### config.mk
export PLATFORM = sky130hd
export DESIGN_NAME = gshare_branch_predictor
export DESIGN_NICKNAME = d
export VERILOG_FILES = /design/src/rtl/gshare_branch_predictor.sv
export SDC_FILE = /design/constraint.sdc
export NUM_CORES = 1
export LEC_CHECK = 0
export ABC_AREA = 1
export ABC_CLOCK_PERIOD_IN_PS = 2950
export CAP_MARGIN = 20
export CORE_UTILIZATION = 54
export DETAILED_ROUTE_END_ITERATION = 16
export HOLD_SLACK_MARGIN = 0.03
export MAX_ROUTING_LAYER = met4
export PLACE_DENSITY = 0.73
export SKIP_LAST_GASP = 1
export SYNTH_ARGS = -nofsm -noshare
export SYNTH_HDL_FRONTEND = slang
export SYNTH_SLANG_ARGS = --single-unit
### constraint.sdc
create_clock -name clk -period 2.95 [get_ports clk]
set_clock_uncertainty 0.05 [all_clocks]
set_input_delay 0.295 -clock clk [delete_from_list [all_inputs] [get_ports clk]]
set_output_delay 0.295 -clock clk [all_outputs]
set_load 0.02 [all_outputs]
### src/rtl/gshare_branch_predictor.sv
// gshare branch predictor for the fetch stage.
// A table of 2-bit counters is indexed by the fetch PC XORed with the speculative
// global history. A direct-mapped BTB supplies targets and decides which PCs are branches.
// The resolve stage trains the tables, repairs the history on a mispredict and
// supplies the redirect PC. Saturating counters track branch and mispredict totals.
module gshare_branch_predictor #(
    parameter int          PC_W      = 8,
    parameter int          PHT_IDX_W = 6,
    parameter int          BTB_IDX_W = 4,
    parameter logic [1:0]  PHT_INIT  = 2'b01,
    parameter int          STAT_W    = 16
) (
    input  logic                 clk,
    input  logic                 reset,
    input  logic                 stall,
    input  logic [PC_W-1:0]      fetch_pc,
    output logic                 pred_taken,
    output logic [PC_W-1:0]      pred_target,
    output logic [PHT_IDX_W-1:0] pred_ghr,
    input  logic                 upd_valid,
    input  logic [PC_W-1:0]      upd_pc,
    input  logic [PHT_IDX_W-1:0] upd_ghr,
    input  logic                 upd_pred,
    input  logic                 upd_taken,
    input  logic [PC_W-1:0]      upd_target,
    output logic                 mispredict,
    output logic [PC_W-1:0]      corrected_pc,
    output logic [STAT_W-1:0]    stat_branches,
    output logic [STAT_W-1:0]    stat_mispred
);

    localparam int PHT_N = 1 << PHT_IDX_W;
    localparam int BTB_N = 1 << BTB_IDX_W;
    localparam int TAG_W = PC_W - BTB_IDX_W;

    logic [1:0]           pht_q        [PHT_N];
    logic [1:0]           pht_d        [PHT_N];
    logic                 btb_valid_q  [BTB_N];
    logic                 btb_valid_d  [BTB_N];
    logic [TAG_W-1:0]     btb_tag_q    [BTB_N];
    logic [TAG_W-1:0]     btb_tag_d    [BTB_N];
    logic [PC_W-1:0]      btb_target_q [BTB_N];
    logic [PC_W-1:0]      btb_target_d [BTB_N];
    logic [PHT_IDX_W-1:0] ghr_q, ghr_d;
    logic [STAT_W-1:0]    stat_branches_q, stat_branches_d;
    logic [STAT_W-1:0]    stat_mispred_q, stat_mispred_d;

    logic [PHT_IDX_W-1:0] fidx;
    logic [BTB_IDX_W-1:0] fbidx;
    logic                 btb_hit;
    logic                 pht_taken;
    logic [PHT_IDX_W-1:0] uidx;
    logic [BTB_IDX_W-1:0] ubidx;

    // Fetch-side lookup; the result is computed from the stored state before any same-cycle training.
    always_comb begin
        fidx        = fetch_pc[PHT_IDX_W-1:0] ^ ghr_q;
        fbidx       = fetch_pc[BTB_IDX_W-1:0];
        btb_hit     = btb_valid_q[fbidx] && (btb_tag_q[fbidx] == fetch_pc[PC_W-1:BTB_IDX_W]);
        pht_taken   = btb_hit && pht_q[fidx][1];
        pred_taken  = reset && !stall && pht_taken;
        pred_target = pred_taken ? btb_target_q[fbidx] : fetch_pc + PC_W'(1);
        pred_ghr    = ghr_q;
    end

    // Resolve-side outcome check and redirect PC; held quiet while in reset.
    always_comb begin
        mispredict   = reset && upd_valid && (upd_pred != upd_taken);
        corrected_pc = upd_taken ? upd_target : upd_pc + PC_W'(1);
        uidx         = upd_pc[PHT_IDX_W-1:0] ^ upd_ghr;
        ubidx        = upd_pc[BTB_IDX_W-1:0];
    end

    // Next speculative history: a repair wins over a fetch-side shift; only BTB hits shift.
    always_comb begin
        ghr_d = ghr_q;
        if (mispredict) begin
            ghr_d = {upd_ghr[PHT_IDX_W-2:0], upd_taken};
        end else if (!stall && btb_hit) begin
            ghr_d = {ghr_q[PHT_IDX_W-2:0], pht_taken};
        end
    end

    // Training of the counter table and BTB allocation on taken branches.
    always_comb begin
        pht_d        = pht_q;
        btb_valid_d  = btb_valid_q;
        btb_tag_d    = btb_tag_q;
        btb_target_d = btb_target_q;
        if (upd_valid) begin
            if (upd_taken) begin
                if (pht_q[uidx] != 2'b11) begin
                    pht_d[uidx] = pht_q[uidx] + 2'b01;
                end
                btb_valid_d[ubidx]  = 1'b1;
                btb_tag_d[ubidx]    = upd_pc[PC_W-1:BTB_IDX_W];
                btb_target_d[ubidx] = upd_target;
            end else if (pht_q[uidx] != 2'b00) begin
                pht_d[uidx] = pht_q[uidx] - 2'b01;
            end
        end
    end

    // Saturating statistics counters.
    always_comb begin
        stat_branches_d = stat_branches_q;
        stat_mispred_d  = stat_mispred_q;
        if (upd_valid && (stat_branches_q != {STAT_W{1'b1}})) begin
            stat_branches_d = stat_branches_q + STAT_W'(1);
        end
        if (mispredict && (stat_mispred_q != {STAT_W{1'b1}})) begin
            stat_mispred_d = stat_mispred_q + STAT_W'(1);
        end
    end

    // Counter table register; reset reloads every counter to weakly not taken.
    always_ff @(posedge clk or negedge reset) begin
        if (!reset) begin
            for (int i = 0; i < PHT_N; i++) begin
                pht_q[i] <= PHT_INIT;
            end
        end else begin
            pht_q <= pht_d;
        end
    end

    // BTB register; only valid bits need clearing, tags and targets are don't-care while invalid.
    always_ff @(posedge clk or negedge reset) begin
        if (!reset) begin
            for (int i = 0; i < BTB_N; i++) begin
                btb_valid_q[i]  <= 1'b0;
                btb_tag_q[i]    <= '0;
                btb_target_q[i] <= '0;
            end
        end else begin
            btb_valid_q  <= btb_valid_d;
            btb_tag_q    <= btb_tag_d;
            btb_target_q <= btb_target_d;
        end
    end

    // History and statistics registers.
    always_ff @(posedge clk or negedge reset) begin
        if (!reset) begin
            ghr_q           <= '0;
            stat_branches_q <= '0;
            stat_mispred_q  <= '0;
        end else begin
            ghr_q           <= ghr_d;
            stat_branches_q <= stat_branches_d;
            stat_mispred_q  <= stat_mispred_d;
        end
    end

    assign stat_branches = stat_branches_q;
    assign stat_mispred  = stat_mispred_q;

endmodule

==> impl_metrics.ini, run 1 <==
[synth]
syn_inst = 2527
synth_xor_area_share_pct = 2.50
synth_cell_types = 40
synth_adder_area_share_pct = 0.590
synth_compound_area_share_pct = 12.8
ys.warnings.count = 0
synth-simple-area-share_pct = 26.9
yosys-mux-area-fraction_pct = 0.0590
synth_seq_area_share_pct = 49.4
yosys-top-cells-area = dfrtp_1 (41%), nand2_1 (14%), dfstp_2 (8.8%)
synthArstFlopShare_pct = 100
netlist_top_cells_count = nand2_1 (712), dfrtp_1 (310), nor2_1 (294), o21ai_0 (257), nand3_1 (216)
synth_edf_count = 0
syn_area_per_cell_sq_um = 7.56
synth_ff_type = dfrtp_1
synth_area_sq_um = 19100
synth_top_family_by_area = simple AND/OR/NAND/NOR gates
syn_nets = 2572
synth_area_leader_cell = dfrtp_1
synth_top_cell_area_share_pct = 40.6
synth.most_common_cell = nand2_1
synth-seq-cells = 374

[drt]
vias = 18500
wirelength_microns = 63100
postRouteAntennaNets = 0
drt-initial-drc-count = 1666
dr.pass1.iters = 7
wl_per_cell_microns = 19.6
viasPerCell = 5.76
drc = 0

[timing]
grt_setup_unrepaired = yes
fin_ws_ns = -0.206
relSlewSlack_pct = 39.0
setup_viol = 9
fmax_ghz = 0.317
hold_ws_ns = 0.120
finalCriticalPeriod_ns = 3.16
worstMarginPinSlew_ns = 0.915
drv_slew = 0
final.period_utilization_pct = 107
hold_violations = 0
setup_tns_ns = -1.17

[worst_setup_path]
critPathMostFrequentCell = nand3_2
cp_slowest_stage_delay_ns = 0.41
endpoint_kind = output port
critPathLaunch = pred_ghr[0]
crit_chain = inv_2 -> nand2_2 -> nand2_4 -> buf_12 -> buf_16 -> nand2_1 -> nand3_1 -> nand3_2 -> nand3_2 -> nand3_2 -> nand3_2 -> nand2_4 -> buf_12 -> buf_8 -> nand3_2 -> nand2_2 -> buf_6
crit_slowest_cell = dfrtp_1
crit_type = reg -> out
cp_data_required_time_ns = 2.61
crit_family = simple AND/OR/NAND/NOR gates
critPathBufInv = 6
cp_max_fo = 9
cp-start-kind = register
critPathArrivalTime_ns = 2.81
ff2ff_path_depth = 18
worst_r2r_endpoint = pht_q[73]
r2r_setup_slack_ns = 0.21

[layout]
drive_above_1_share_pct = 15.7
area_delta_synth_final_pct = 23.8
nets = 2772
regArea_sq_um = 9440
final.fill_count = 2881
instances_no_fill = 3217
multi_input_area_sq_um = 8470

[global_routing]
use_met2_pct = 57.5
antenna_found_initial = 1
grt_pass1_wl_microns = 98400
grt_pass1_vias = 17800
top_usage_layer = met2
use_met1_pct = 46.5
grt_usage_pct = 36.4
grt_start_max_net_pins = 168
grtUsageMet3_pct = 4.70
grt-ovfl-total = 0

[status]
outcome = finished, violations left
violations = setup timing

[worst_hold_path]
hold_class = in -> async

[placement]
dp_slack_ns = -0.965
place_congestion = 1.00
portBuffers = 91
dp.cells = 3124
hpwl_microns = 41500

[power]
p_comb_share_pct = 27.7
pwr-share-seq_pct = 41.7
p_switching_mw = 5.94
intPower_mw = 11.7
power_density_nw_per_um2 = 748
p_sw_share_pct = 33.6
ir_drop_v = 0.000595
power_mw = 17.7
pwr-share-clk_pct = 30.6
leakagePower_nw = 11.1

[die]
die_area_sq_um = 36100
num_io_pins = 92
rows = 68
initial_utilization_pct = 55.1
core-area_sq_um = 34600
die_x_microns = 190
fp.dieH_microns = 190

[clock_tree]
clkTransAtPathRegs_ns = 0.06
cts_buffer_depth = 3
cts_made_buffers = 41
cts.root.buffer_cell = clkbuf_16
cts_tree = done
cts.sinks = 374
htree_levels = 2
clk_latency_ns = 0.59

[flow_run]
drv_cap = 0
## layer usage
layer | up-vias | part of all wire, %
li1 | 8545 | -
met1 | 8896 | 41
met2 | 876 | 47
met3 | 209 | 7.2
met4 | 0 | 5.3
met5 | - | 0
## cells in the final DEF, fill, tap and decap left out, types with 45 or more instances in the layout
master and instances:
buf_4 157, clkbuf_16 45, clkdlybuf4s50_1 72, dfrtp_1 310
dfstp_2 64, inv_1 211, nand2_1 695, nand3_1 195
nor2_1 265, o21ai_0 257, o21ai_1 124
## worst max-delay path by stage
stage	to	cells after the start
2_1_floorplan	pht_q[101]	14
3_3_place_gp	pht_q[75]	20
3_5_place_dp	pht_q[123]	20
4_1_cts	pred_target[0]	16
5_1_grt	pred_target[5]	16
6_report	pred_target[5]	17
## power by group through the flow
stage / Sequential [mW] / Clock, mW / Combinational [mW]
6_report: 7.36 / 5.41 / 4.90
5_1_grt: 7.47 / 5.65 / 5.37
4_1_cts: 7.33 / 5.45 / 4.68
3_5_place_dp: 7.38 / 0 / 4.45
3_3_place_gp: 7.37 / 0 / 4.34
2_1_floorplan: 7.22 / 0 / 2.54
## timing repair
item | in CTS | in global routing
resized for setup | 86 | 61
pin swaps | 8 | 20
gates cloned | 3 | 4
hold buffers | 1 | 0
endpoints found under the hold margin | 65 | 0
endpoints found under the setup margin | 139 | 137
setup buffers | 7 | 0
## cells by family after synthesis
logic type               count (synthesis)
adder cells (fa/ha/maj)                  9
AND/OR/NAND/NOR                       1266
flip-flops                             374
XOR/XNOR                                52
buffers and inverters                  364
AO/OA/AOI/OAI                          461
multiplexers                             1
## worst reg2reg max path: stages (launching register included)
cell	delay, ns
dfstp_2	0.55
nor2_1	0.06
o21ai_1	0.14
nand2_1	0.07
nand2_1	0.05
nand3_1	0.15
nand3_1	0.15
nand3_2	0.08
nand2_1	0.11
inv_2	0.04
ha_1	0.19
nand2_2	0.12
nand3_4	0.11
nor2_1	0.17
inv_2	0.12
nor2_1	0.23
inv_1	0.13
nand2_1	0.07
o21ai_1	0.05
## stage by stage
stage          instance area [sq um]  util (%)
5_1_grt                        23600      68.2
2_1_floorplan                  19100         -
6_report                       23600      68.2
3_5_place_dp                   21700      62.7
3_3_place_gp                   21700      62.7
4_1_cts                        23400      67.5
## layout make-up
class,count,share of cell area (%)
Antenna cell,2,0.0212
Clock buffer,66,5.21
Clock inverter,10,0.747
Inverter,234,3.74
Multi-Input combinational cell,1790,35.9
Sequential cell,374,39.9
Tap cell,455,2.41
Timing Repair Buffer,286,12.1
(Power assumes the default switching activity.)
==> run 2: changes to the inputs <==
CORE_MARGIN = 2   (was unset)
HOLD_SLACK_MARGIN = unset   (was 0.03)
==> run 2 against run 1 <==
Against the previous run:
- the run still ends with setup timing left
- fmax grew 2.3%
- final cell count down 0.59%
- critical endpoint unchanged
- clock power rose by 1%
- critical path type unchanged
==> impl_metrics.ini, run 2 (synthesis results as in run 1) <==
[power]
p_sw_share_pct = 33.8
intPower_mw = 11.7
power_density_nw_per_um2 = 750
p_switching_mw = 5.99
p_comb_share_pct = 27.4
ir_drop_v = 0.000535
pwr-share-seq_pct = 41.8
leakagePower_nw = 11.1
pwr-share-clk_pct = 30.8

[drt]
vias = 18300
wirelength_microns = 62300
viasPerCell = 5.71
wl_per_cell_microns = 19.5
postRouteAntennaNets = 0
drc = 0
drt-initial-drc-count = 1779
dr.pass1.iters = 6

[worst_setup_path]
cp_data_required_time_ns = 2.61
cp_slowest_stage_delay_ns = 0.40
crit_slowest_cell = dfrtp_1
worst_r2r_endpoint = pht_q[59]
cp_num_cells = 16
endpoint_kind = output port
critPathArrivalTime_ns = 2.74
ff2ff_path_depth = 18
crit_family = simple AND/OR/NAND/NOR gates
crit_chain = buf_4 -> nand2_2 -> nand2_4 -> buf_12 -> nand2_1 -> nand3_2 -> nand2_2 -> a21oi_2 -> nand2_2 -> nand3_2 -> nand3_2 -> nand2_4 -> buf_12 -> nand3_2 -> nand2_2 -> buf_6
r2r_setup_slack_ns = 0.24
cp-start-kind = register
critPathBufInv = 4
cp_max_fo = 8
crit_type = reg -> out

[worst_hold_path]
hold_class = in -> reg
holdPathEnd = pred_ghr[2]
hp-start = upd_ghr[1]
hold_depth = 5

[timing]
finalCriticalPeriod_ns = 3.08
fmax_ghz = 0.324
drv_slew = 0
grt_setup_unrepaired = yes
final.period_utilization_pct = 105
setup_viol = 8
worstMarginPinSlew_ns = 0.934
relSlewSlack_pct = 37.7
setup_tns_ns = -0.928
hold_violations = 0
hold_ws_ns = 0.210
fin_ws_ns = -0.135

[layout]
nets = 2756
drive_above_1_share_pct = 16.1
final_cell_mix = nand2_1 (689), dfrtp_1 (310), nor2_1 (257), o21ai_0 (257), inv_1 (211)
area_delta_synth_final_pct = 23.8
final_common_cell = nand2_1

[clock_tree]
clkTransAtPathRegs_ns = 0.06
cts.root.buffer_cell = clkbuf_16
htree_levels = 2
cts_made_buffers = 42
cts_tree = done
cts_buffer_depth = 3
clk_latency_ns = 0.57
cts.sinks = 374

[placement]
portBuffers = 91
place_congestion = 0.989
hpwl_microns = 41500

[global_routing]
grt_usage_pct = 35.7
grt-ovfl-total = 0
antenna_found_initial = 1
grt_pass1_vias = 17800
grt_start_max_net_pins = 153
grt_pass1_wl_microns = 97700

[die]
die_x_microns = 192
rows = 68
fp.dieH_microns = 192
die_area_sq_um = 36900
num_io_pins = 92
core-area_sq_um = 34700
initial_utilization_pct = 55.0

[flow_run]
drv_cap = 0

[status]
violations = setup timing
outcome = finished, violations left
==> run 2: cell count changes in the layout (fill, tap and decap cells not counted), moves of 3 or more <==
cell	before	now
buf_4	157	144
clkbuf_1	15	7
dlymetal6s2s_1	1	4
inv_2	18	14
inv_4	2	6
nand2_1	695	689
nand2_2	15	18
nand3_1	195	192
nand3_4	2	5
nor2_1	265	257
nor2_2	28	35
==> run 2: through the flow <==
stage          utilization [%]  cell area [sq um]  setup WS [ns]  power, mW  instances
6_report                  68.1              23600         -0.135       17.7       3198
5_1_grt                   68.1              23600         -0.207       18.6       3198
4_1_cts                   67.5              23400        -0.0634       17.6       3196
3_5_place_dp              62.1              21500         -0.805       11.8       3110
3_3_place_gp              62.1              21500         -0.746       11.7       3110
2_1_floorplan                -              19100         0.0475       9.76       2527
==> run 2: worst min-delay path, stage by stage <==
cell            delay [ns]
dlymetal6s2s_1        0.22
nand2_1               0.10
o21ai_0               0.07
nand2_1               0.06
o21ai_1               0.05
==> run 2: worst max path at each step <==
| stage | start | end | slack (ns) |
|---|---|---|---|
| 4_1_cts | pred_ghr[0] | pred_target[5] | -0.06 |
| 3_5_place_dp | upd_pc[0] | pht_q[113] | -0.80 |
| 3_3_place_gp | upd_pc[0] | pht_q[113] | -0.75 |
| 6_report | pred_ghr[0] | pred_target[5] | -0.13 |
| 2_1_floorplan | upd_pc[2] | pht_q[101] | 0.05 |
| 5_1_grt | pred_ghr[0] | pred_target[0] | -0.21 |
==> run 2: layout make-up <==
type,instances,area [sq um]
Fill cell,2888,11100
Sequential cell,374,9440
Multi-Input combinational cell,1789,8580
Timing Repair Buffer,270,2720
Clock buffer,60,1240
Inverter,234,893
Tap cell,455,569
Clock inverter,15,194
Antenna cell,1,2.50
==> run 2: timing repair <==
item,in CTS,in global routing
endpoints found under the setup margin,140,139
pin swaps,29,12
endpoints found under the hold margin,99,0
setup buffers,6,0
gates cloned,4,1
hold buffers,1,0
gates resized for setup,119,61
==> run 2: power by group through the flow <==
stage	registers, mW	clock network [mW]	logic, mW
after floorplan	7.22	0	2.54
after global placement	7.40	0	4.27
after detailed placement	7.42	0	4.39
after CTS	7.36	5.53	4.74
after global routing	7.51	5.76	5.35
final	7.41	5.47	4.86
==> run 2: metal layers <==
layer	global-route usage, %	share of wire, %	routed length [microns]	up-vias
met1	44.7	40	24700	8658
met5	-	0	0	-
li1	-	-	-	8496
met2	56.2	47	29100	891
met4	19.8	5.9	3670	0
met3	4.84	7.7	4790	225
